==> src/rtl/id_ex_stage_if.sv <==
// Signal bundle between the decode/hazard/forwarding sources and the ID/EX
// pipeline register. The master side drives the decode stage fields, the
// hazard controls and the MEM/WB forward sources; the slave side is the
// ID/EX stage, which returns the EX-stage operands and registered control.
interface id_ex_stage_if #(
  parameter int DATA_W = 32
);
  // Hazard controls
  logic              stall;
  logic              flush;
  // Decode stage fields
  logic              id_valid;
  logic [DATA_W-1:0] id_pc;
  logic [DATA_W-1:0] id_rd1;
  logic [DATA_W-1:0] id_rd2;
  logic [DATA_W-1:0] id_imm;
  logic [4:0]        id_rs;
  logic [4:0]        id_rt;
  logic [4:0]        id_writereg;
  logic [1:0]        id_aluop;
  logic [5:0]        id_funct;
  logic              id_alusrc;
  logic              id_regwrite;
  logic              id_memtoreg;
  logic              id_memwrite;
  // Forward sources
  logic              mem_regwrite;
  logic [4:0]        mem_writereg;
  logic [DATA_W-1:0] mem_result;
  logic              wb_regwrite;
  logic [4:0]        wb_writereg;
  logic [DATA_W-1:0] wb_result;
  // EX stage outputs
  logic              ex_valid;
  logic [DATA_W-1:0] ex_pc;
  logic [DATA_W-1:0] alu_num1;
  logic [DATA_W-1:0] alu_num2;
  logic [2:0]        alu_op;
  logic [DATA_W-1:0] ex_storedata;
  logic [4:0]        ex_writereg;
  logic              ex_regwrite;
  logic              ex_memtoreg;
  logic              ex_memwrite;
  logic              ex_illegal;

  modport master (
    output stall, flush,
    output id_valid, id_pc, id_rd1, id_rd2, id_imm, id_rs, id_rt, id_writereg,
    output id_aluop, id_funct, id_alusrc, id_regwrite, id_memtoreg, id_memwrite,
    output mem_regwrite, mem_writereg, mem_result,
    output wb_regwrite, wb_writereg, wb_result,
    input  ex_valid, ex_pc, alu_num1, alu_num2, alu_op, ex_storedata,
    input  ex_writereg, ex_regwrite, ex_memtoreg, ex_memwrite, ex_illegal
  );

  modport slave (
    input  stall, flush,
    input  id_valid, id_pc, id_rd1, id_rd2, id_imm, id_rs, id_rt, id_writereg,
    input  id_aluop, id_funct, id_alusrc, id_regwrite, id_memtoreg, id_memwrite,
    input  mem_regwrite, mem_writereg, mem_result,
    input  wb_regwrite, wb_writereg, wb_result,
    output ex_valid, ex_pc, alu_num1, alu_num2, alu_op, ex_storedata,
    output ex_writereg, ex_regwrite, ex_memtoreg, ex_memwrite, ex_illegal
  );
endinterface

==> src/rtl/id_ex_stage.sv <==
// ID/EX pipeline register for the five-stage MIPS core. Captures decoded
// operands and control, decodes the 3-bit ALU op at capture time, and
// resolves MEM/WB forwarding combinationally from the registered rs/rt so a
// stalled instruction keeps picking up fresh forward results.
module id_ex_stage #(
  parameter int DATA_W = 32
) (
  input  logic          clk,
  input  logic          resetn,
  id_ex_stage_if.slave  bus
);

  localparam logic [2:0] OP_AND = 3'b000;
  localparam logic [2:0] OP_OR  = 3'b001;
  localparam logic [2:0] OP_ADD = 3'b010;
  localparam logic [2:0] OP_SUB = 3'b110;
  localparam logic [2:0] OP_SLT = 3'b111;

  // Returns {illegal, alu_op}; unsupported R-type functs fall back to add.
  function automatic logic [3:0] decode_alu(input logic [1:0] aluop,
                                            input logic [5:0] funct);
    logic [3:0] res;
    res = {1'b0, OP_ADD};
    case (aluop)
      2'b00: res = {1'b0, OP_ADD};
      2'b01: res = {1'b0, OP_SUB};
      2'b11: res = {1'b0, OP_OR};
      default: begin
        case (funct)
          6'b100000: res = {1'b0, OP_ADD};
          6'b100010: res = {1'b0, OP_SUB};
          6'b100100: res = {1'b0, OP_AND};
          6'b100101: res = {1'b0, OP_OR};
          6'b101010: res = {1'b0, OP_SLT};
          default:   res = {1'b1, OP_ADD};
        endcase
      end
    endcase
    return res;
  endfunction

  // MEM beats WB; register 0 is hardwired and never forwarded.
  function automatic logic [DATA_W-1:0] forward(
    input logic [4:0]        src,
    input logic [DATA_W-1:0] regval,
    input logic              m_we,
    input logic [4:0]        m_reg,
    input logic [DATA_W-1:0] m_res,
    input logic              w_we,
    input logic [4:0]        w_reg,
    input logic [DATA_W-1:0] w_res
  );
    logic [DATA_W-1:0] val;
    val = regval;
    if (m_we && (m_reg != 5'd0) && (m_reg == src))
      val = m_res;
    else if (w_we && (w_reg != 5'd0) && (w_reg == src))
      val = w_res;
    return val;
  endfunction

  logic              vld_p1;
  logic [DATA_W-1:0] pc_p1;
  logic [DATA_W-1:0] rd1_p1;
  logic [DATA_W-1:0] rd2_p1;
  logic [DATA_W-1:0] imm_p1;
  logic [4:0]        rs_p1;
  logic [4:0]        rt_p1;
  logic [4:0]        writereg_p1;
  logic [2:0]        aluop_p1;
  logic              alusrc_p1;
  logic              regwrite_p1;
  logic              memtoreg_p1;
  logic              memwrite_p1;
  logic              illegal_p1;

  logic [3:0]        dec;
  logic [DATA_W-1:0] fwd_rs;
  logic [DATA_W-1:0] fwd_rt;

  assign dec = decode_alu(bus.id_aluop, bus.id_funct);

  // ---- ID -> EX boundary: flush bubbles the control, stall holds everything
  always_ff @(posedge clk or negedge resetn) begin
    if (!resetn) begin
      vld_p1      <= 1'b0;
      pc_p1       <= '0;
      rd1_p1      <= '0;
      rd2_p1      <= '0;
      imm_p1      <= '0;
      rs_p1       <= '0;
      rt_p1       <= '0;
      writereg_p1 <= '0;
      aluop_p1    <= '0;
      alusrc_p1   <= 1'b0;
      regwrite_p1 <= 1'b0;
      memtoreg_p1 <= 1'b0;
      memwrite_p1 <= 1'b0;
      illegal_p1  <= 1'b0;
    end else if (bus.flush) begin
      vld_p1      <= 1'b0;
      regwrite_p1 <= 1'b0;
      memtoreg_p1 <= 1'b0;
      memwrite_p1 <= 1'b0;
      illegal_p1  <= 1'b0;
    end else if (!bus.stall) begin
      vld_p1      <= bus.id_valid;
      pc_p1       <= bus.id_pc;
      rd1_p1      <= bus.id_rd1;
      rd2_p1      <= bus.id_rd2;
      imm_p1      <= bus.id_imm;
      rs_p1       <= bus.id_rs;
      rt_p1       <= bus.id_rt;
      writereg_p1 <= bus.id_writereg;
      aluop_p1    <= dec[2:0];
      alusrc_p1   <= bus.id_alusrc;
      regwrite_p1 <= bus.id_valid & bus.id_regwrite;
      memtoreg_p1 <= bus.id_valid & bus.id_memtoreg;
      memwrite_p1 <= bus.id_valid & bus.id_memwrite;
      illegal_p1  <= bus.id_valid & dec[3];
    end
  end

  // ---- EX operand selection: forwarding follows the live MEM/WB sources
  always_comb begin
    fwd_rs = forward(rs_p1, rd1_p1, bus.mem_regwrite, bus.mem_writereg,
                     bus.mem_result, bus.wb_regwrite, bus.wb_writereg,
                     bus.wb_result);
    fwd_rt = forward(rt_p1, rd2_p1, bus.mem_regwrite, bus.mem_writereg,
                     bus.mem_result, bus.wb_regwrite, bus.wb_writereg,
                     bus.wb_result);
  end

  assign bus.ex_valid     = vld_p1;
  assign bus.ex_pc        = pc_p1;
  assign bus.alu_num1     = fwd_rs;
  assign bus.alu_num2     = alusrc_p1 ? imm_p1 : fwd_rt;
  assign bus.alu_op       = aluop_p1;
  assign bus.ex_storedata = fwd_rt;
  assign bus.ex_writereg  = writereg_p1;
  assign bus.ex_regwrite  = regwrite_p1;
  assign bus.ex_memtoreg  = memtoreg_p1;
  assign bus.ex_memwrite  = memwrite_p1;
  assign bus.ex_illegal   = illegal_p1;

endmodule

==> src/flat_wrapper.sv <==
// flat-port wrapper written by rule: the top's interface ports become plain ports
module id_ex_stage_flat 
#(
  parameter int DATA_W = 32
)
  (clk, resetn, bus_stall, bus_flush, bus_id_valid, bus_id_pc, bus_id_rd1, bus_id_rd2, bus_id_imm, bus_id_rs, bus_id_rt, bus_id_writereg, bus_id_aluop, bus_id_funct, bus_id_alusrc, bus_id_regwrite, bus_id_memtoreg, bus_id_memwrite, bus_mem_regwrite, bus_mem_writereg, bus_mem_result, bus_wb_regwrite, bus_wb_writereg, bus_wb_result, bus_ex_valid, bus_ex_pc, bus_alu_num1, bus_alu_num2, bus_alu_op, bus_ex_storedata, bus_ex_writereg, bus_ex_regwrite, bus_ex_memtoreg, bus_ex_memwrite, bus_ex_illegal);
  id_ex_stage_if #(.DATA_W(DATA_W)) bus_i ();
  input  logic clk;
  input  logic resetn;
  input wire logic [$bits(bus_i.stall)-1:0] bus_stall;
  input wire logic [$bits(bus_i.flush)-1:0] bus_flush;
  input wire logic [$bits(bus_i.id_valid)-1:0] bus_id_valid;
  input wire logic [$bits(bus_i.id_pc)-1:0] bus_id_pc;
  input wire logic [$bits(bus_i.id_rd1)-1:0] bus_id_rd1;
  input wire logic [$bits(bus_i.id_rd2)-1:0] bus_id_rd2;
  input wire logic [$bits(bus_i.id_imm)-1:0] bus_id_imm;
  input wire logic [$bits(bus_i.id_rs)-1:0] bus_id_rs;
  input wire logic [$bits(bus_i.id_rt)-1:0] bus_id_rt;
  input wire logic [$bits(bus_i.id_writereg)-1:0] bus_id_writereg;
  input wire logic [$bits(bus_i.id_aluop)-1:0] bus_id_aluop;
  input wire logic [$bits(bus_i.id_funct)-1:0] bus_id_funct;
  input wire logic [$bits(bus_i.id_alusrc)-1:0] bus_id_alusrc;
  input wire logic [$bits(bus_i.id_regwrite)-1:0] bus_id_regwrite;
  input wire logic [$bits(bus_i.id_memtoreg)-1:0] bus_id_memtoreg;
  input wire logic [$bits(bus_i.id_memwrite)-1:0] bus_id_memwrite;
  input wire logic [$bits(bus_i.mem_regwrite)-1:0] bus_mem_regwrite;
  input wire logic [$bits(bus_i.mem_writereg)-1:0] bus_mem_writereg;
  input wire logic [$bits(bus_i.mem_result)-1:0] bus_mem_result;
  input wire logic [$bits(bus_i.wb_regwrite)-1:0] bus_wb_regwrite;
  input wire logic [$bits(bus_i.wb_writereg)-1:0] bus_wb_writereg;
  input wire logic [$bits(bus_i.wb_result)-1:0] bus_wb_result;
  output wire logic [$bits(bus_i.ex_valid)-1:0] bus_ex_valid;
  output wire logic [$bits(bus_i.ex_pc)-1:0] bus_ex_pc;
  output wire logic [$bits(bus_i.alu_num1)-1:0] bus_alu_num1;
  output wire logic [$bits(bus_i.alu_num2)-1:0] bus_alu_num2;
  output wire logic [$bits(bus_i.alu_op)-1:0] bus_alu_op;
  output wire logic [$bits(bus_i.ex_storedata)-1:0] bus_ex_storedata;
  output wire logic [$bits(bus_i.ex_writereg)-1:0] bus_ex_writereg;
  output wire logic [$bits(bus_i.ex_regwrite)-1:0] bus_ex_regwrite;
  output wire logic [$bits(bus_i.ex_memtoreg)-1:0] bus_ex_memtoreg;
  output wire logic [$bits(bus_i.ex_memwrite)-1:0] bus_ex_memwrite;
  output wire logic [$bits(bus_i.ex_illegal)-1:0] bus_ex_illegal;
  assign bus_i.stall = bus_stall;
  assign bus_i.flush = bus_flush;
  assign bus_i.id_valid = bus_id_valid;
  assign bus_i.id_pc = bus_id_pc;
  assign bus_i.id_rd1 = bus_id_rd1;
  assign bus_i.id_rd2 = bus_id_rd2;
  assign bus_i.id_imm = bus_id_imm;
  assign bus_i.id_rs = bus_id_rs;
  assign bus_i.id_rt = bus_id_rt;
  assign bus_i.id_writereg = bus_id_writereg;
  assign bus_i.id_aluop = bus_id_aluop;
  assign bus_i.id_funct = bus_id_funct;
  assign bus_i.id_alusrc = bus_id_alusrc;
  assign bus_i.id_regwrite = bus_id_regwrite;
  assign bus_i.id_memtoreg = bus_id_memtoreg;
  assign bus_i.id_memwrite = bus_id_memwrite;
  assign bus_i.mem_regwrite = bus_mem_regwrite;
  assign bus_i.mem_writereg = bus_mem_writereg;
  assign bus_i.mem_result = bus_mem_result;
  assign bus_i.wb_regwrite = bus_wb_regwrite;
  assign bus_i.wb_writereg = bus_wb_writereg;
  assign bus_i.wb_result = bus_wb_result;
  assign bus_ex_valid = bus_i.ex_valid;
  assign bus_ex_pc = bus_i.ex_pc;
  assign bus_alu_num1 = bus_i.alu_num1;
  assign bus_alu_num2 = bus_i.alu_num2;
  assign bus_alu_op = bus_i.alu_op;
  assign bus_ex_storedata = bus_i.ex_storedata;
  assign bus_ex_writereg = bus_i.ex_writereg;
  assign bus_ex_regwrite = bus_i.ex_regwrite;
  assign bus_ex_memtoreg = bus_i.ex_memtoreg;
  assign bus_ex_memwrite = bus_i.ex_memwrite;
  assign bus_ex_illegal = bus_i.ex_illegal;
  id_ex_stage #(.DATA_W(DATA_W)) u_core (.clk(clk), .resetn(resetn), .bus(bus_i));
endmodule
==> config.mk <==
export PLATFORM = sky130hd
export DESIGN_NAME = id_ex_stage_flat
export DESIGN_NICKNAME = d
export VERILOG_FILES = /design/src/rtl/id_ex_stage_if.sv /design/src/rtl/id_ex_stage.sv /design/src/flat_wrapper.sv
export SDC_FILE = /design/constraint.sdc
export NUM_CORES = 1
export LEC_CHECK = 0
export CELL_PAD_IN_SITES_DETAIL_PLACEMENT = 1
export CELL_PAD_IN_SITES_GLOBAL_PLACEMENT = 2
export CORE_MARGIN = 8
export CORE_UTILIZATION = 22
export DETAILED_ROUTE_END_ITERATION = 16
export PLACE_DENSITY = 0.87
export SYNTH_ARGS = -nofsm -noshare
export SYNTH_HDL_FRONTEND = slang
export SYNTH_SLANG_ARGS = --single-unit
==> constraint.sdc <==
create_clock -name clk -period 1.8 [get_ports clk]
set_clock_uncertainty 0.1 [all_clocks]
set_input_delay 0.18 -clock clk [delete_from_list [all_inputs] [get_ports clk]]
set_output_delay 0.18 -clock clk [all_outputs]
set_load 0.005 [all_outputs]
After elaboration in Yosys (flattened, before gate mapping)
Index checks and enable logic that the tools add are counted.
- bitwise logic cells: 6
- multiplexer cells: 17
- equality and inequality tests: 12
- reductions and logical operators: 10
- operators with widths (kind ; number):
    $mux 32 ; 5
    $eq 6x6->1 const B ; 5
    $eq 5x5->1 ; 4
    $pmux 4 s5 ; 1
    $pmux 4 s3 ; 1
    $mux 1 ; 10
    $reduce_bool 5->1 ; 2
    $logic_and 1x1->1 ; 6
    $and 1x1->1 ; 4
    $eq 2x1->1 const B ; 1
    $eq 2x2->1 const B ; 1
    $logic_not 2->1 ; 1
    $ne 2x1->1 const B ; 1
    $not 1->1 ; 2
    $reduce_and 2->1 ; 1
- word-level logic and storage cells: 59
- output and inout bits: 141
- bits in registers: 152

Longest topological paths before layout
Gate-level depths: netlist (run 1).
- depth in word-level cells: 6
- depth in mapped cells: 7

Least setup slack after synthesis (run 1)
Ideal clock, no wire load.
- kind: flip-flop to output port
- from: register u_core.rt_p1[3]
- to: output port bus_alu_num2[10]
- buffers on the path: 1
- arrival time: 1648 ps
- cell stages (with the launch flop): 7
- data required time: 1520 ps
- slack: -128 ps
- path through: dfrtp_1 -> xor2_1 -> nor3_1 -> nand4_4 -> buf_12 -> mux2i_1 -> a221oi_2
- longest elaborated chain between the ends: 5
- elaborated cells on any way between the ends: 7
- RTL lines (what ; line ; RTL):
    start, declared ; id_ex_stage.sv:68 ; logic [4:0] rt_p1;
    start signal, assigned ; id_ex_stage.sv:113 ; rt_p1 <= bus.id_rt;
    $eq 5x5->1 ; id_ex_stage.sv:57 ; else if (w_we && (w_reg != 5'd0) && (w_reg == src))
    $logic_and 1x1->1 ; id_ex_stage.sv:57 ;
    $mux 32 ; id_ex_stage.sv:57 ;
    $mux 32 * ; id_ex_stage.sv:55 ; if (m_we && (m_reg != 5'd0) && (m_reg == src))
    $mux 32 * ; id_ex_stage.sv:137 ; assign bus.alu_num2 = alusrc_p1 ? imm_p1 : fwd_rt;
    end, declared ; flat_wrapper.sv:35 ; output wire logic [$bits(bus_i.alu_num2)-1:0] bus_alu_num2;
Every way passes the cells marked *; elsewhere a longest branch is shown, timed or not.

Final worst setup path (run 1)
- from: register u_core.rt_p1[0]
- to: output port bus_alu_num2[23]
The elaborated chain is that of the path after synthesis.

==> results of run 1 <==
-- cell families (layout without fill, tap and decap cells) --
logic type / count (synthesis) / count (layout) / synth area share [%]
flops: 152 / 152 / 47.1
xor+xnor: 20 / 20 / 2.17
other cells: 0 / 5 / 0
compound gates: 146 / 146 / 13.2
simple gates: 157 / 157 / 8.58
mux: 176 / 176 / 23.5
buf+inv: 88 / 615 / 5.45
-- power by group through the flow --
stage | clock network (uW) | registers, uW | logic, uW
final | 3950 | 4230 | 4300
after global routing | 4180 | 4290 | 4620
after CTS | 4070 | 4230 | 4020
after detailed placement | 0 | 4240 | 3930
after global placement | 0 | 4220 | 3860
after floorplan | 0 | 4160 | 1470
-- cell usage after synthesis --
cell type,instances,area (sq um)
dfrtp_1,152,3800
mux2_2,112,1260
nand2_1,67,251
mux2i_1,64,641
o21ai_0,48,240
nor2_1,40,150
a21oi_1,36,180
nor3_1,36,180
inv_1,33,124
a221oi_2,30,450
clkbuf_1,29,109
o21ai_1,21,105
buf_2,16,80.1
xor2_1,14,123
xnor2_1,6,52.6
buf_6,4,45.0
nor2b_1,4,25.0
a22oi_1,3,22.5
and4_1,3,26.3
buf_12,3,60.1
buf_4,3,22.5
a221oi_1,2,17.5
nand3_1,2,10.0
o21a_1,2,15.0
or4_1,2,15.0
a21o_1,1,7.51
a31oi_1,1,6.26
a31oi_2,1,12.5
nand4_1,1,6.26
nand4_4,1,21.3
nor3b_1,1,7.51
o22a_1,1,8.76
-- per-stage QoR --
step | power, uW | hold slack [ps]
global placement | 8080 | -124
finish | 12500 | 194
CTS | 12300 | 162
floorplan | 5630 | -216
detailed placement | 8170 | -121
global route | 13100 | 183
-- worst paths after layout --
check                                                         to  depth (start not counted)                            start  slack [ps]
worst max register to register      u_core.alusrc_p1$_DFFE_PN0P_                          2     u_core.alusrc_p1$_DFFE_PN0P_         520
worst min register to register   u_core.bus.ex_pc[0]$_DFFE_PN0P_                          1  u_core.bus.ex_pc[0]$_DFFE_PN0P_         400
min in group asynchronous           u_core.imm_p1[7]$_DFFE_PN0P_                          3                           resetn         220
max in group asynchronous       u_core.bus.ex_pc[25]$_DFFE_PN0P_                          3                           resetn         850
worst min-delay path                u_core.imm_p1[8]$_DFFE_PN0P_                          3                    bus_id_imm[8]         190
worst max-delay path                            bus_alu_num2[23]                          9      u_core.rt_p1[0]$_DFFE_PN0P_       -1070
-- cells in the final DEF, fill, tap and decap left out, types with 10 or more instances in the layout --
master           count
buf_16              11
inv_1               33
buf_8               10
nor3_2              22
nor2_4              20
o21ai_0             37
a21oi_2             23
nand2_1             61
a221oi_2            30
buf_6               50
buf_2               87
clkdlybuf4s50_1    273
nor3_1              11
clkbuf_16           21
o21ai_1             28
dfrtp_1            150
mux2_2             112
mux2i_4             33
buf_12              35
xor2_1              12
mux2i_1             26
buf_4               66
nor2_1              15
-- per-layer routing --
layer,track usage (%),routed length (microns),vias up
li1,-,-,3650
met2,31.4,20500,309
met4,6.49,1400,6
met3,7.44,3220,74
met1,19.0,15200,3994
met5,0,41,-
-- registers in the layout, indices dropped and copies added (netlist names) --
name                    cells
u_core.bus.ex_memwrite      1
u_core.bus.ex_pc           32
u_core.alusrc_p1            1
u_core.bus.ex_memtoreg      1
u_core.rd2_p1              32
u_core.bus.alu_op           3
u_core.bus.ex_illegal       1
u_core.bus.ex_writereg      5
u_core.imm_p1              32
u_core.bus.ex_valid         1
u_core.rt_p1                5
u_core.rd1_p1              32
u_core.bus.ex_regwrite      1
u_core.rs_p1                5
-- layout make-up --
cell class,count,share of cell area (%)
inverter,33,0.794
tap,468,3.75
sequential,152,24.4
clock inverter,12,1.12
multi-input combinational,499,31.2
clock buffer,19,2.84
antenna,5,0.0802
timing repair buffer,551,35.8
-- critical path, cell delays in order, from the launching register on --
cell      delay (ps)
dfrtp_1          400
xor2_1           160
nor3_2           270
nand4_4          140
buf_12           200
buf_16           160
buf_4            150
mux2i_4          200
a221oi_2         280
buf_2            170
-- timing repair --
action,in CTS,in global routing
cloned,10,5
pin swaps,39,49
buffers inserted,55,36
resized for setup,519,145
setup endpoints to repair,96,96
hold endpoints to repair,152,0
hold buffers,2,0
==> results by group, run 1 <==
Outcome
  – Failing checks: negative setup slack
  – Status: complete, but fails checks

Routing
  – Vias per inst: 4.62
  – Post-route DRC: 0
  – DR iter-0 viols: 254
  – Vias: 8,033
  – Final wirelength: 40,400 microns
  – DR pass1 iterations: 4
  – WL/cell: 23.2 microns
  – Post-route ant nets: 0

Place
  – Placer Congestion: between 0.8 and 0.9
  – Dpl ws: -1260 ps
  – HPWL after detailed placement: 27,400 microns
  – DP Cell Count: 1,601
  – Dpl cell area: 0.0130 sq mm
  – Buffers on Ports: 376

CTS
  – CTS clk-pin slew, worst paths: around 80 ps
  – Root Buffer Master: clkbuf_16
  – Clock buffer depth: 2
  – H-tree depth: 4
  – Clock network latency to the later pin of the worst-skew pair: 440 ps
  – Clock Sinks: 152
  – TritonCTS buffer count: 17
  – TritonCTS clock tree: done

Timing
  – RSZ-0062 raised after global routing: true
  – Setup violators final: 96
  – Final Hold Fails: 0
  – Slew Limit Fails: 0
  – Relative slew slack: between 60% and 70%
  – Max frequency: between 0.3 and 0.4 GHz
  – PnR worst setup slack: -1070 ps
  – Worst-margin pin slew: 513 ps
  – Min Tclk post-route: roughly 2900 ps
  – Final worst path period share: 159%
  – Total negative slack: -82,720 ps

Logic synthesis
  – Syn_nets: 975
  – Post-synthesis cell count: ~740
  – Synthesized area: 0.00808 sq mm
  – Synth Register Bits: 152
  – Seq/Total Area, Yosys: 47.1%
  – Count of cell types in the netlist: 32
  – Yosys warns: 0
  – Mapped Avg Cell Area: approximately 11 sq um

Pwr
  – Internal Power: 8730 uW
  – Combinational share of power: roughly a third
  – Flop pwr share: approximately a third
  – Peak VDD IR: 0.661 mV
  – Switching share of power: between 30% and 40%
  – Static Leak: 0.00628 uW
  – Power Density: 800 mW/mm^2
  – Sw power: 3750 uW
  – Clock share of power: 31.6%

Finish
  – Fin cells: 1,739
  – Fillers: 3,900
  – Design area: about 0.016 sq mm
  – Layout Nets: approximately 1.5k
  – Reg area: 0.00381 sq mm
  – Area of the multi-input gates: between 0.004 and 0.005 sq mm
  – Area Overhead vs Synth: 93.0%
  – Final core occ: 42.8%
  – Fraction of layout cells with a size suffix above 1: 46.1%

Global route
  – Initial antenna violation count: 7
  – Pin count of the biggest net entering global routing: 84
  – First-pass GRT wire length: 59,000 microns
  – Vias in the first global route: 9,333
  – Tot GR Track Use: 17.9%
  – Global route total overflow: 0

Flow run
  – Number of max-cap violations: 0

Worst setup path
  – Data required, critical path: 1520 ps
  – Crit end category: primary output
  – Startpoint types: flop
  – Setup Crit Path Kind: flop to primary output
  – Crit path DAT: 2590 ps
  – Critical path fanouts, max: 7

Die
  – Die area: 0.0431 sq mm
  – DIE WIDTH: 208 microns
  – IO Count: approximately 380
  – Row cnt: 70
  – Die H: ~210 microns
  – Core box area: 0.0364 sq mm
  – Starting Density: 22.2%

Hold path
  – Worst hold path class: input port to flop
Power figures use the tool's default switching activity.
==> run 2, diff against run 1 <==
SKIP_LAST_GASP = 1   (was default)
==> results by group, run 2 (synthesis gave the netlist of run 1 again) <==
Global route
  – Pin count of the biggest net entering global routing: 84
  – Tot GR Track Use: 17.9%
  – First-pass GRT wire length: 58,900 microns
  – Initial antenna violation count: 6
  – Layer with the highest usage: met2
  – Global route total overflow: 0
  – GRT met2 Usage: 32.2%
  – Met3 Use GR: 7.43%
  – Vias in the first global route: between 9k and 10k
  – Met1 Usage GRT: between 10% and 20%

Timing
  – Final worst path period share: 157%
  – RSZ-0062 raised after global routing: true
  – Final Hold Fails: 0
  – Slew Limit Fails: 0
  – PnR worst setup slack: -1030 ps
  – Relative slew slack: between 60 and 70%
  – Setup violators final: 96
  – Worst-margin pin slew: 520 ps
  – Max frequency: 0.354 GHz
  – Min Tclk post-route: 2830 ps

Finish
  – Layout Nets: 1,492
  – Most frequent cells in the layout: 271 x clkdlybuf4s50_1, 150 x dfrtp_1, 112 x mux2_2
  – Fraction of layout cells with a size suffix above 1: 44.5%
  – Fillers: 3,961
  – Design area: 0.0154 sq mm
  – Final core occ: 42.2%
  – Area Overhead vs Synth: 90.4%
  – Fin cells: 1,741
  – Most common cell after layout, fill and taps aside: clkdlybuf4s50_1

Hold path
  – Worst hold path class: input port to flop
  – Worst hold start: bus_id_imm[8]

Die
  – Die area: 0.0431 sq mm
  – Row cnt: 70
  – Starting Density: 22.2%
  – Core box area: 0.0364 sq mm
  – DIE WIDTH: 208 microns
  – Die H: around 210 microns
  – IO Count: 377

Worst setup path
  – Startpoint types: flop
  – Setup Crit Path Kind: flop to primary output
  – Crit path DAT: between 2000 and 3000 ps
  – Crit path launch: u_core.rt_p1[0]$_DFFE_PN0P_
  – Crit end category: primary output
  – R2r startpoint: u_core.alusrc_p1$_DFFE_PN0P_
  – Data required, critical path: 1520 ps
  – Critical path fanouts, max: 7

Routing
  – DR pass1 iterations: 4
  – Final wirelength: 40,300 microns
  – Post-route DRC: 0
  – WL/cell: 23.2 microns
  – Vias: 8,037
  – Post-route ant nets: 0
  – DR iter-0 viols: 227
  – Vias per inst: 4.62

Flow run
  – Number of max-cap violations: 0

Place
  – DP Cell Count: 1,601
  – Placer Congestion: 0.811
  – Dpl ws: -1260 ps
  – Dpl cell area: 0.0130 sq mm
  – HPWL after detailed placement: 27,400 microns
  – Buffers on Ports: about 380

CTS
  – Clock Sinks: 152
  – CTS clk-pin slew, worst paths: about 80 ps
  – Clock network latency to the later pin of the worst-skew pair: between 400 and 500 ps
  – H-tree depth: 4
  – Clock buffer depth: 2
  – TritonCTS buffer count: 17
  – TritonCTS clock tree: done
  – Root Buffer Master: clkbuf_16

Outcome
  – Failing checks: negative setup slack
  – Status: complete, but fails checks

Pwr
  – Power Density: 804 mW/mm^2
  – Peak VDD IR: 0.656 mV
  – Static Leak: 0.00629 uW
-- run 2: cell types whose count changed in the layout (fill, tap and decap cells not counted), sizes merged --
cell	before	now
clkdlybuf4s50	273	271
clkbuf	30	33
dlymetal6s2s	0	8
buf	259	252
-- run 2: power by group --
group	total [uW]	internal, uW	switching [uW]
combinational	4210	2440	1770
sequential	4230	3900	337
clock	3920	2350	1570
total	12400	8690	3680
-- run 2: layer usage --
metal,up-vias,share of wire (%)
met4,6,2.7
met3,60,7.9
met2,296,52
li1,3662,-
met5,-,0.10
met1,4013,37
-- run 2: worst paths after layout --
kind,end,slack (ps),cells after the start
worst max-delay path,bus_alu_num2[24],-1030,9
worst min-delay path,u_core.imm_p1[8]$_DFFE_PN0P_,200,3
worst max register to register,u_core.alusrc_p1$_DFFE_PN0P_,530,2
max in group asynchronous,u_core.rd1_p1[2]$_DFFE_PN0P_,850,3
worst min register to register,u_core.bus.ex_pc[0]$_DFFE_PN0P_,400,1
min in group asynchronous,u_core.imm_p1[6]$_DFFE_PN0P_,220,3
-- run 2: critical path: stages (launching register included) --
cell	delay (ps)
dfrtp_1	400
xor2_1	160
nor3_2	270
nand4_4	140
buf_12	190
buf_16	150
buf_6	130
mux2i_4	190
a221oi_2	290
buf_2	170
-- run 2: metrics by stage --
| stage | setup TNS, ps | total power, uW | hold slack (ps) |
|---|---|---|---|
| floorplan | -3880 | 5630 | -216 |
| global placement | -110250 | 8080 | -124 |
| detailed placement | -112290 | 8170 | -121 |
| CTS | -87310 | 12300 | 162 |
| global route | -91160 | 13000 | 180 |
| finish | -79480 | 12400 | 200 |
-- run 2: repair_timing --
item | in CTS | in global routing
hold endpoints to repair | 152 | 0
pin swaps | 38 | 36
hold buffers | 2 | 0
endpoints found under the setup margin | 96 | 96
resized for setup | 434 | 151
cloned | 10 | 4
buffers inserted | 55 | 38
-- run 2: final cells by class --
type | instances | area [sq um] | share of cell area, %
diodes | 5 | 12.5 | 0.0813
well taps | 468 | 586 | 3.81
repair buffers | 553 | 5520 | 35.9
flip-flops and latches | 152 | 3810 | 24.8
inverters | 33 | 124 | 0.805
multi-input cells | 499 | 4710 | 30.6
clock inverters | 12 | 175 | 1.14
clock buffers | 19 | 443 | 2.88
